### config.mk
export PLATFORM = sky130hd
export DESIGN_NAME = spi_regbank_flat
export DESIGN_NICKNAME = d
export VERILOG_FILES = /design/src/rtl/spi_regbank_if.sv /design/src/rtl/spi_regbank.sv /design/src/flat_wrapper.sv
export SDC_FILE = /design/constraint.sdc
export NUM_CORES = 1
export LEC_CHECK = 0
export ABC_CLOCK_PERIOD_IN_PS = 4500
export CAP_MARGIN = 20
export CORE_ASPECT_RATIO = 2
export CORE_UTILIZATION = 30
export CTS_BUF_LIST = sky130_fd_sc_hd__clkbuf_8
export CTS_CLUSTER_DIAMETER = 200
export DETAILED_ROUTE_END_ITERATION = 6
export GPL_TIMING_DRIVEN = 0
export PLACE_DENSITY = 0.5
export SYNTH_ARGS = -nofsm -noshare
export SYNTH_HDL_FRONTEND = slang
export SYNTH_SLANG_ARGS = --single-unit
### constraint.sdc
create_clock -name clk -period 4.5 [get_ports clk]
set_input_delay 0.675 -clock clk [delete_from_list [all_inputs] [get_ports clk]]
set_output_delay 0.675 -clock clk [all_outputs]
set_load 0.02 [all_outputs]
### src/rtl/spi_regbank_if.sv
// Frame-level handshake between the SPI slave driver and the register bank.
// Master = driver side, slave = register bank.
interface spi_regbank_if #(
    parameter int CMD_W  = 8,
    parameter int DATA_W = 16
);
    logic              cmd_valid;
    logic [CMD_W-1:0]  cmd;
    logic              data_valid;
    logic [DATA_W-1:0] data_in;
    logic              xfer_end;
    logic [DATA_W-1:0] rd_data;

    modport master (
        output cmd_valid, cmd, data_valid, data_in, xfer_end,
        input  rd_data
    );

    modport slave (
        input  cmd_valid, cmd, data_valid, data_in, xfer_end,
        output rd_data
    );
endinterface

### src/rtl/spi_regbank.sv
// Parametrised SPI register bank: RO snapshot region, RW region, bursts.
// Define SPI_REGBANK_SHADOW_EN to stage writes and commit them on xfer_end.
module spi_regbank #(
    parameter int                CMD_W    = 8,
    parameter int                DATA_W   = 16,
    parameter int                N_RO     = 1,
    parameter int                N_RW     = 3,
    parameter int                AUTO_INC = 1,
    parameter logic [DATA_W-1:0] RW_RESET = '0
) (
    input  logic                     clk,
    input  logic                     rst,
    spi_regbank_if.slave             bus,
    input  logic [N_RO*DATA_W-1:0]   ro_in_i,
    output logic [N_RW*DATA_W-1:0]   rw_out_o,
    output logic [N_RW-1:0]          wr_strobe_o,
    output logic                     addr_err_o,
    output logic                     busy_o
);
    localparam int AW = CMD_W - 1;
    localparam int N  = N_RO + N_RW;

    typedef enum logic [1:0] {IDLE, WRITE, READ} state_t;
    typedef logic [N_RO-1:0][DATA_W-1:0] ro_t;
    typedef logic [N_RW-1:0][DATA_W-1:0] rw_t;

    state_t            state_q;
    logic [AW-1:0]     ptr_q;
    logic [DATA_W-1:0] rd_q;
    logic [N_RW-1:0]   strb_q;
    logic              err_q;
    ro_t               ro_q;
    rw_t               rw_q;

    logic [AW-1:0]     cmd_addr;
    logic              cmd_rd;
    logic              cmd_oor;
    logic [DATA_W-1:0] cmd_val;
    logic [AW:0]       p1;
    logic [AW-1:0]     ptr_nx;
    logic              nx_oor;
    logic [DATA_W-1:0] nx_val;
    logic              ptr_oor;
    logic [N_RW-1:0]   wr_hit;

    // Returns {out_of_range, data}; RW reads always see committed values.
    function automatic logic [DATA_W:0] lookup(
        input logic [AW-1:0] a,
        input ro_t           ro,
        input rw_t           rw
    );
        logic [DATA_W:0] r;
        r = {1'b1, {DATA_W{1'b0}}};
        for (int k = 0; k < N_RO; k++)
            if (a == AW'(k)) r = {1'b0, ro[k]};
        for (int k = 0; k < N_RW; k++)
            if (a == AW'(N_RO + k)) r = {1'b0, rw[k]};
        return r;
    endfunction

    always_comb begin
        cmd_addr = bus.cmd[CMD_W-2:0];
        cmd_rd   = bus.cmd[CMD_W-1];
        {cmd_oor, cmd_val} = lookup(cmd_addr, ro_q, rw_q);
        p1 = {1'b0, ptr_q} + 1'b1;
        if (AUTO_INC == 0)
            ptr_nx = ptr_q;
        else if (p1 >= (AW+1)'(N))
            ptr_nx = '0;
        else
            ptr_nx = p1[AW-1:0];
        {nx_oor, nx_val} = lookup(ptr_nx, ro_q, rw_q);
        ptr_oor = {1'b0, ptr_q} >= (AW+1)'(N);
        for (int k = 0; k < N_RW; k++)
            wr_hit[k] = (state_q == WRITE) && bus.data_valid &&
                        !bus.cmd_valid && (ptr_q == AW'(N_RO + k));
    end

`ifdef SPI_REGBANK_SHADOW_EN
    rw_t             sh_q;
    rw_t             sh_n;
    logic [N_RW-1:0] dirty_q;
    logic [N_RW-1:0] dirty_n;

    always_comb begin
        sh_n    = sh_q;
        dirty_n = dirty_q | wr_hit;
        for (int k = 0; k < N_RW; k++)
            if (wr_hit[k]) sh_n[k] = bus.data_in;
    end
`endif

    always_ff @(posedge clk) begin
        if (rst) begin
            state_q <= IDLE;
            ptr_q   <= '0;
            rd_q    <= '0;
            strb_q  <= '0;
            err_q   <= 1'b0;
            ro_q    <= '0;
            for (int k = 0; k < N_RW; k++) rw_q[k] <= RW_RESET;
`ifdef SPI_REGBANK_SHADOW_EN
            sh_q    <= '0;
            dirty_q <= '0;
`endif
        end else begin
            ro_q   <= ro_in_i;
            strb_q <= '0;
            if (bus.cmd_valid) begin
                ptr_q   <= cmd_addr;
                state_q <= cmd_rd ? READ : WRITE;
                err_q   <= cmd_rd & cmd_oor;
                if (cmd_rd) rd_q <= cmd_val;
`ifdef SPI_REGBANK_SHADOW_EN
                dirty_q <= '0;
`endif
            end else begin
                if (state_q == WRITE && bus.data_valid) begin
                    ptr_q <= ptr_nx;
                    if (ptr_oor) err_q <= 1'b1;
`ifdef SPI_REGBANK_SHADOW_EN
                    sh_q    <= sh_n;
                    dirty_q <= dirty_n;
`else
                    for (int k = 0; k < N_RW; k++)
                        if (wr_hit[k]) rw_q[k] <= bus.data_in;
                    strb_q <= wr_hit;
`endif
                end
                if (state_q == READ && bus.data_valid) begin
                    ptr_q <= ptr_nx;
                    rd_q  <= nx_val;
                    if (nx_oor) err_q <= 1'b1;
                end
`ifdef SPI_REGBANK_SHADOW_EN
                // Commit includes a frame arriving in the same cycle.
                if (bus.xfer_end && state_q == WRITE) begin
                    for (int k = 0; k < N_RW; k++)
                        if (dirty_n[k]) rw_q[k] <= sh_n[k];
                    strb_q  <= dirty_n;
                    dirty_q <= '0;
                end
`endif
                if (bus.xfer_end) state_q <= IDLE;
            end
        end
    end

    assign bus.rd_data = rd_q;
    assign rw_out_o    = rw_q;
    assign wr_strobe_o = strb_q;
    assign addr_err_o  = err_q;
    assign busy_o      = (state_q != IDLE);
endmodule

### src/flat_wrapper.sv
// flat-port wrapper written by rule: the top's interface ports become plain ports
module spi_regbank_flat 
#(
    parameter int                CMD_W    = 8,
    parameter int                DATA_W   = 16,
    parameter int                N_RO     = 1,
    parameter int                N_RW     = 3,
    parameter int                AUTO_INC = 1,
    parameter logic [DATA_W-1:0] RW_RESET = '0
)
  (clk, rst, ro_in_i, rw_out_o, wr_strobe_o, addr_err_o, busy_o, bus_cmd_valid, bus_cmd, bus_data_valid, bus_data_in, bus_xfer_end, bus_rd_data);
  spi_regbank_if #(.CMD_W(CMD_W), .DATA_W(DATA_W)) bus_i ();
  input  logic clk;
  input  logic rst;
  input  logic [N_RO*DATA_W-1:0] ro_in_i;
  output logic [N_RW*DATA_W-1:0] rw_out_o;
  output logic [N_RW-1:0] wr_strobe_o;
  output logic addr_err_o;
  output logic busy_o;
  input wire logic [$bits(bus_i.cmd_valid)-1:0] bus_cmd_valid;
  input wire logic [$bits(bus_i.cmd)-1:0] bus_cmd;
  input wire logic [$bits(bus_i.data_valid)-1:0] bus_data_valid;
  input wire logic [$bits(bus_i.data_in)-1:0] bus_data_in;
  input wire logic [$bits(bus_i.xfer_end)-1:0] bus_xfer_end;
  output wire logic [$bits(bus_i.rd_data)-1:0] bus_rd_data;
  assign bus_i.cmd_valid = bus_cmd_valid;
  assign bus_i.cmd = bus_cmd;
  assign bus_i.data_valid = bus_data_valid;
  assign bus_i.data_in = bus_data_in;
  assign bus_i.xfer_end = bus_xfer_end;
  assign bus_rd_data = bus_i.rd_data;
  spi_regbank #(.CMD_W(CMD_W), .DATA_W(DATA_W), .N_RO(N_RO), .N_RW(N_RW), .AUTO_INC(AUTO_INC), .RW_RESET(RW_RESET)) u_core (.clk(clk), .rst(rst), .bus(bus_i), .ro_in_i(ro_in_i), .rw_out_o(rw_out_o), .wr_strobe_o(wr_strobe_o), .addr_err_o(addr_err_o), .busy_o(busy_o));
endmodule
==> metrics, run 1 <==
status completed; Max Freq 0.369 GHz; top layer in use met4; WL met1 6.00 mm; pre-CTS setup slack 1.69 ns; relative slew slack 42.3%; Final Wtd Congestion 0.755; ant diodes 0; CP Class flop to flop; placed cell count 717; CTS Buffer Depth 2; IO buf count 110; final hold slack 0.526 ns; NumNets Final 585; clk root buf clkbuf_8; Critical Path Start Type flop; Mapped Area 4460 um2; unique cell type count in the Yosys netlist 45; Worst-Skew Late Latency 0.37 ns; layout cell share with drive strength beyond 1 12.2%; WL met2 8.72 mm; max-cap violation count 0; sequential fraction of the synthesis area 41.8%; fin. max-slew vios 0; met3 wire len 784 um; largest fanout on the critical path 10; peak supply drop 0.000142 V; slew of the pin with the lowest slew margin 0.865 ns; WL/cell 21.9 um; clk slew on worst S/H paths 0.09 ns; DRT Pass-1 Iters 5; setup TNS 0 ns; Total GRT Usage 21.1%; die height 174 um; power per cell area 284 nW/um2; Data required, critical path 4.77 ns; Primary FF master, synth dfxtp_1; drt via density 5.49; Synth Instances 415; Leak 2.42 nW; Final WS setup 1.79 ns; die area 15,400 um2; H-tree lvl count 3; total detailed-routing wirelength 16.1 mm; Syn Nets 464; FF-to-FF setup slack 1.79 ns; min Tclk post-route 2.71 ns; Worst Clk Skew 0.0110 ns; IO Count 114; crit share post-route 60.1%; Crit. End Element flop; row cnt 62; CTS Sinks 93; die width 88.2 um; CTS-repair resized insts 0; Yosys warning count 0; DP HPWL 11.3 mm; RSZ-0062 raised after global routing false; first-pass GRT wire length 23.6 mm; total gr overflow 0; initial antenna violation count 0; CTS tree built; fraction of registers with async set/reset 0%; Post-CTS Hold Fix Bufs 0; vias post-DR 4,021; EDFF count, synth 0; number of global-route vias before repair 4,045; #FFs+latches synth 93; ANT nets after route 0; area added between synthesis and finish 34.0%; HP Class flop to flop; CTS buffer count 9; largest net degree at the start of global routing 16; Final setup viols 0; core box area 14,400 um2; Starting Density 30.9%; arrival time at the worst endpoint 2.97 ns; count of endpoints failing hold in the final timing report 0; Syn Area/Cell 10.7 um2; final non-filler cell total 732; Setup Buffers After CTS 0; # DRC 0; Iter 0 DRT Violations 249
-- area by class of cell --
cell class | instances | area (um2)
fill | 1462 | 8450
sequential | 93 | 1860
timing repair buffer | 110 | 1100
buffer | 36 | 238
multi-input combinational | 283 | 2350
inverter | 3 | 11.3
clock inverter | 5 | 36.3
clock buffer | 10 | 138
tap | 192 | 240
-- report_power, final --
group	switching (mW)	internal (mW)	total [mW]
registers	0.0224	0.843	0.865
clock network	0.306	0.214	0.520
logic	0.163	0.148	0.311
-- routing by layer --
layer	track usage, %	up-vias
met1	23.7	1979
li1	-	1817
met4	9.61	0
met5	0	-
met3	2.85	37
met2	38.2	188
-- state kept, by name, indices dropped and copies added (netlist names) --
name                flops
u_core.rw_out_o        48
u_core.bus.rd_data     16
u_core.ro_q            16
u_core.ptr_q            7
u_core.wr_strobe_o      3
u_core.state_q          2
u_core.addr_err_o       1
-- cells by family after synthesis --
group           Yosys count  share of synthesized area (%)
mux                      80                           22.7
xor+xnor                  1                          0.196
compound gates           96                           16.8
flops                    93                           41.8
buf+inv                  39                           5.58
simple gates            102                           11.9
fa+ha+maj                 4                           1.12
-- worst max-delay path, cell delays in order (launching register included) --
cell and delay [ns]:
dfxtp_1 0.54, inv_1 0.16, ha_1 0.40, nand2_1 0.33, clkbuf_1 0.58, o22a_2 0.24, mux2i_1 0.07, o32ai_1 0.29
-- final timing paths --
check,startpoint,depth (start not counted),end
worst max-delay path,u_core.ptr_q[0],7,u_core.bus.rd_data[8]
worst min-delay path,u_core.addr_err_o,2,u_core.addr_err_o
worst max register to register,u_core.ptr_q[0],7,u_core.bus.rd_data[8]
worst min register to register,u_core.addr_err_o,2,u_core.addr_err_o
-- stage by stage --
stage / util (%) / cell area, um2 / total power [mW]
3_3_place_gp: 40.2 / 5800 / 1.19
5_1_grt: 41.4 / 5970 / 1.77
3_5_place_dp: 40.2 / 5800 / 1.19
2_1_floorplan: - / 4460 / 1.06
6_report: 41.4 / 5970 / 1.70
4_1_cts: 41.4 / 5970 / 1.71
-- synth_stat cells (all sizes together), types with 2 or more instances --
cell,n,area (um2)
or2,2,12.5
inv,3,11.3
o22a,17,154
nand4b,4,35.0
dfxtp,93,1860
a221oi,3,26.3
a22oi,21,158
nor2b,16,100
ha,4,50.1
nand2b,2,12.5
clkbuf,9,33.8
buf,26,195
mux2i,64,641
nand2,4,15.0
a21oi,19,95.1
nor4,3,40.0
a211oi,2,20.0
o221ai,16,140
o32ai,16,140
mux4,16,373
nor2,61,229
nand3b,2,15.0
-- layout by cell type (no fill, tap or decap), types with 3 or more instances in the layout --
cell and instances:
mux4_4 5, clkinvlp_4 3, mux4_2 11, a22oi_1 21, buf_4 5, mux2i_1 64
nor2b_1 16, a221oi_1 3, a21oi_1 19, clkdlybuf4s50_1 110, o22a_1 13, o22a_2 4
nand4b_1 4, ha_1 4, nand2_1 4, nor2_1 61, dfxtp_1 93, buf_6 7
o32ai_1 16, clkbuf_1 9, o221ai_1 16, clkbuf_8 10, buf_2 12
No activity file was read; power rests on OpenSTA's default activity.
==> run 2, diff against run 1 <==
Settings changed: ABC_CLOCK_PERIOD_IN_PS 4500 to 2600.
Clock period 4.5 ns to 2.6 ns, I/O delays scaled along.
==> run 2 against run 1 <==
Compared with the run above:
- clock power up 73%
- non-clock buffer count down 2
- count of clock-buffer cells in the layout is the same
- power is 73% higher
- die area did not move
- design area barely moved
- global-route usage about the same
- setup slack got worse by 1.7 ns
- fmax grew 9.8%
- via count fell by 0.30%
- final cell count shrank 0.27%
- largest cell class unchanged
==> metrics, run 2 (synthesis gave the netlist of run 1 again) <==
min Tclk post-route 2.47 ns; Iter 0 DRT Violations 281; Starting Density 30.9%; switching share of power 29.0%; Total GRT Usage 21.1%; commonest non-fill, non-tap cell in the layout clkdlybuf4s50_1; power per cell area 492 nW/um2; pre-CTS setup slack -0.0277 ns; final hold slack 0.415 ns; arrival time at the worst endpoint 2.71 ns; drt via density 5.49; status completed; ANT nets after route 0; core box area 14,400 um2; ant diodes 0; CTS Sinks 93; row cnt 62; Pwr Total 2.94 mW; die height 174 um; peak supply drop 0.000246 V; area added between synthesis and finish 33.9%; DP HPWL 11.3 mm; NetSw 0.853 mW; CTS Buffer Depth 2; Largest register FFs 48; relative slew slack 43.6%; WP buf/inv 2; vias post-DR 4,009; Final setup viols 0; Max Freq 0.406 GHz; Crit. End Element flop; Sequential Power Share 51.0%; Data required, critical path 2.84 ns; count of endpoints failing hold in the final timing report 0; IO Count 114; clk root buf clkbuf_8; Worst path slowest cell dfxtp_1; clock share of power 30.7%; FILL cells 1,460; largest net degree at the start of global routing 17; die area 15,400 um2; clk slew on worst S/H paths 0.10 ns; layout cell share with drive strength beyond 1 12.5%; Worst Clk Skew 0.0110 ns; worst-path cell chain inv_1 -> ha_1 -> nor3b_1 -> nand3b_1 -> buf_4 -> a21oi_1 -> o32ai_1; IO buf count 110; RSZ-0062 raised after global routing false; Worst-Skew Late Latency 0.37 ns; slew of the pin with the lowest slew margin 0.847 ns; HP Class primary input to flop; crit share post-route 94.8%; total gr overflow 0; total detailed-routing wirelength 16.0 mm; # DRC 0; initial antenna violation count 0; die width 88.2 um; NumNets Final 583; combinational power share 18.3%; number of global-route vias before repair 4,035; H-tree lvl count 3; setup TNS 0 ns; fin. max-slew vios 0; commonest cells after routing, fill and taps aside clkdlybuf4s50_1 (110), dfxtp_1 (93), mux2i_1 (64), nor2_1 (61), a22oi_1 (21); Pint 2.08 mW; Final WS setup 0.134 ns; Critical Path Start Type flop; Leak 2.42 nW; largest fanout on the critical path 10; max-cap violation count 0; crit-path max cell delay 0.54 ns; DRT Pass-1 Iters 5; CP delay by family, top simple AND/OR/NAND/NOR gates; CTS tree built; Final Wtd Congestion 0.755; WL/cell 22.0 um; CP Class flop to flop; CTS buffer count 9; first-pass GRT wire length 23.6 mm
-- run 2: per-stage QoR --
step / std cells / utilization [%] / cell area (um2)
floorplan: 415 / - / 4460
global placement: 717 / 40.2 / 5800
detailed placement: 717 / 40.2 / 5800
CTS: 731 / 41.4 / 5970
global route: 730 / 41.4 / 5970
finish: 730 / 41.4 / 5970
-- run 2: layout make-up --
type	count	area [um2]	area share [%]
sequential	93	1860	31.2
clock buffer	10	138	2.31
clock inverter	5	36.3	0.608
buffer	34	230	3.86
multi-input combinational	283	2350	39.4
tap	192	240	4.02
inverter	3	11.3	0.189
timing repair buffer	110	1100	18.4
-- run 2: power by group through the flow --
| stage | registers (mW) | clock network [mW] | logic [mW] |
|---|---|---|---|
| final | 1.50 | 0.902 | 0.538 |
| after global routing | 1.50 | 0.983 | 0.573 |
| after CTS | 1.50 | 0.926 | 0.538 |
| after detailed placement | 1.53 | 0 | 0.535 |
| after global placement | 1.53 | 0 | 0.529 |
| after floorplan | 1.53 | 0 | 0.310 |
-- run 2: worst reg2reg max path: cells and delay by family (launching register included) --
| kind | cells | cell delay (ns) |
|---|---|---|
| flip-flops | 1 | 0.54 |
| adder cells (fa/ha/maj) | 1 | 0.42 |
| AND/OR/NAND/NOR | 2 | 0.59 |
| AO/OA/AOI/OAI | 2 | 0.26 |
| buffers and inverters | 2 | 0.52 |
-- run 2: timing repair --
action                     in CTS  in global routing
hold buffers                    0                  0
setup endpoints to repair       6                  3
resized for setup               0                  1
buffers inserted                0                  0
-- run 2: worst paths after layout --
path	from	endpoint	slack, ns	cells after the start
min	bus_cmd_valid	u_core.state_q[1]	0.42	4
min reg2reg	u_core.addr_err_o	u_core.addr_err_o	0.53	2
max reg2reg	u_core.ptr_q[0]	u_core.bus.rd_data[11]	0.13	7
max	u_core.ptr_q[0]	u_core.bus.rd_data[11]	0.13	7
-- run 2: per-layer routing --
metal	vias up	global-route usage [%]	routed length, um
met5	-	0	0
met2	169	38.3	8630
met3	38	2.85	736
li1	1817	-	-
met4	0	9.61	621
met1	1985	23.5	6040
==> run 3, diff against run 2 <==
Settings changed: SLEW_MARGIN set to 0.
==> results of run 3 <==
No change in the layout: final DEF, timing and power equal those of run 2.
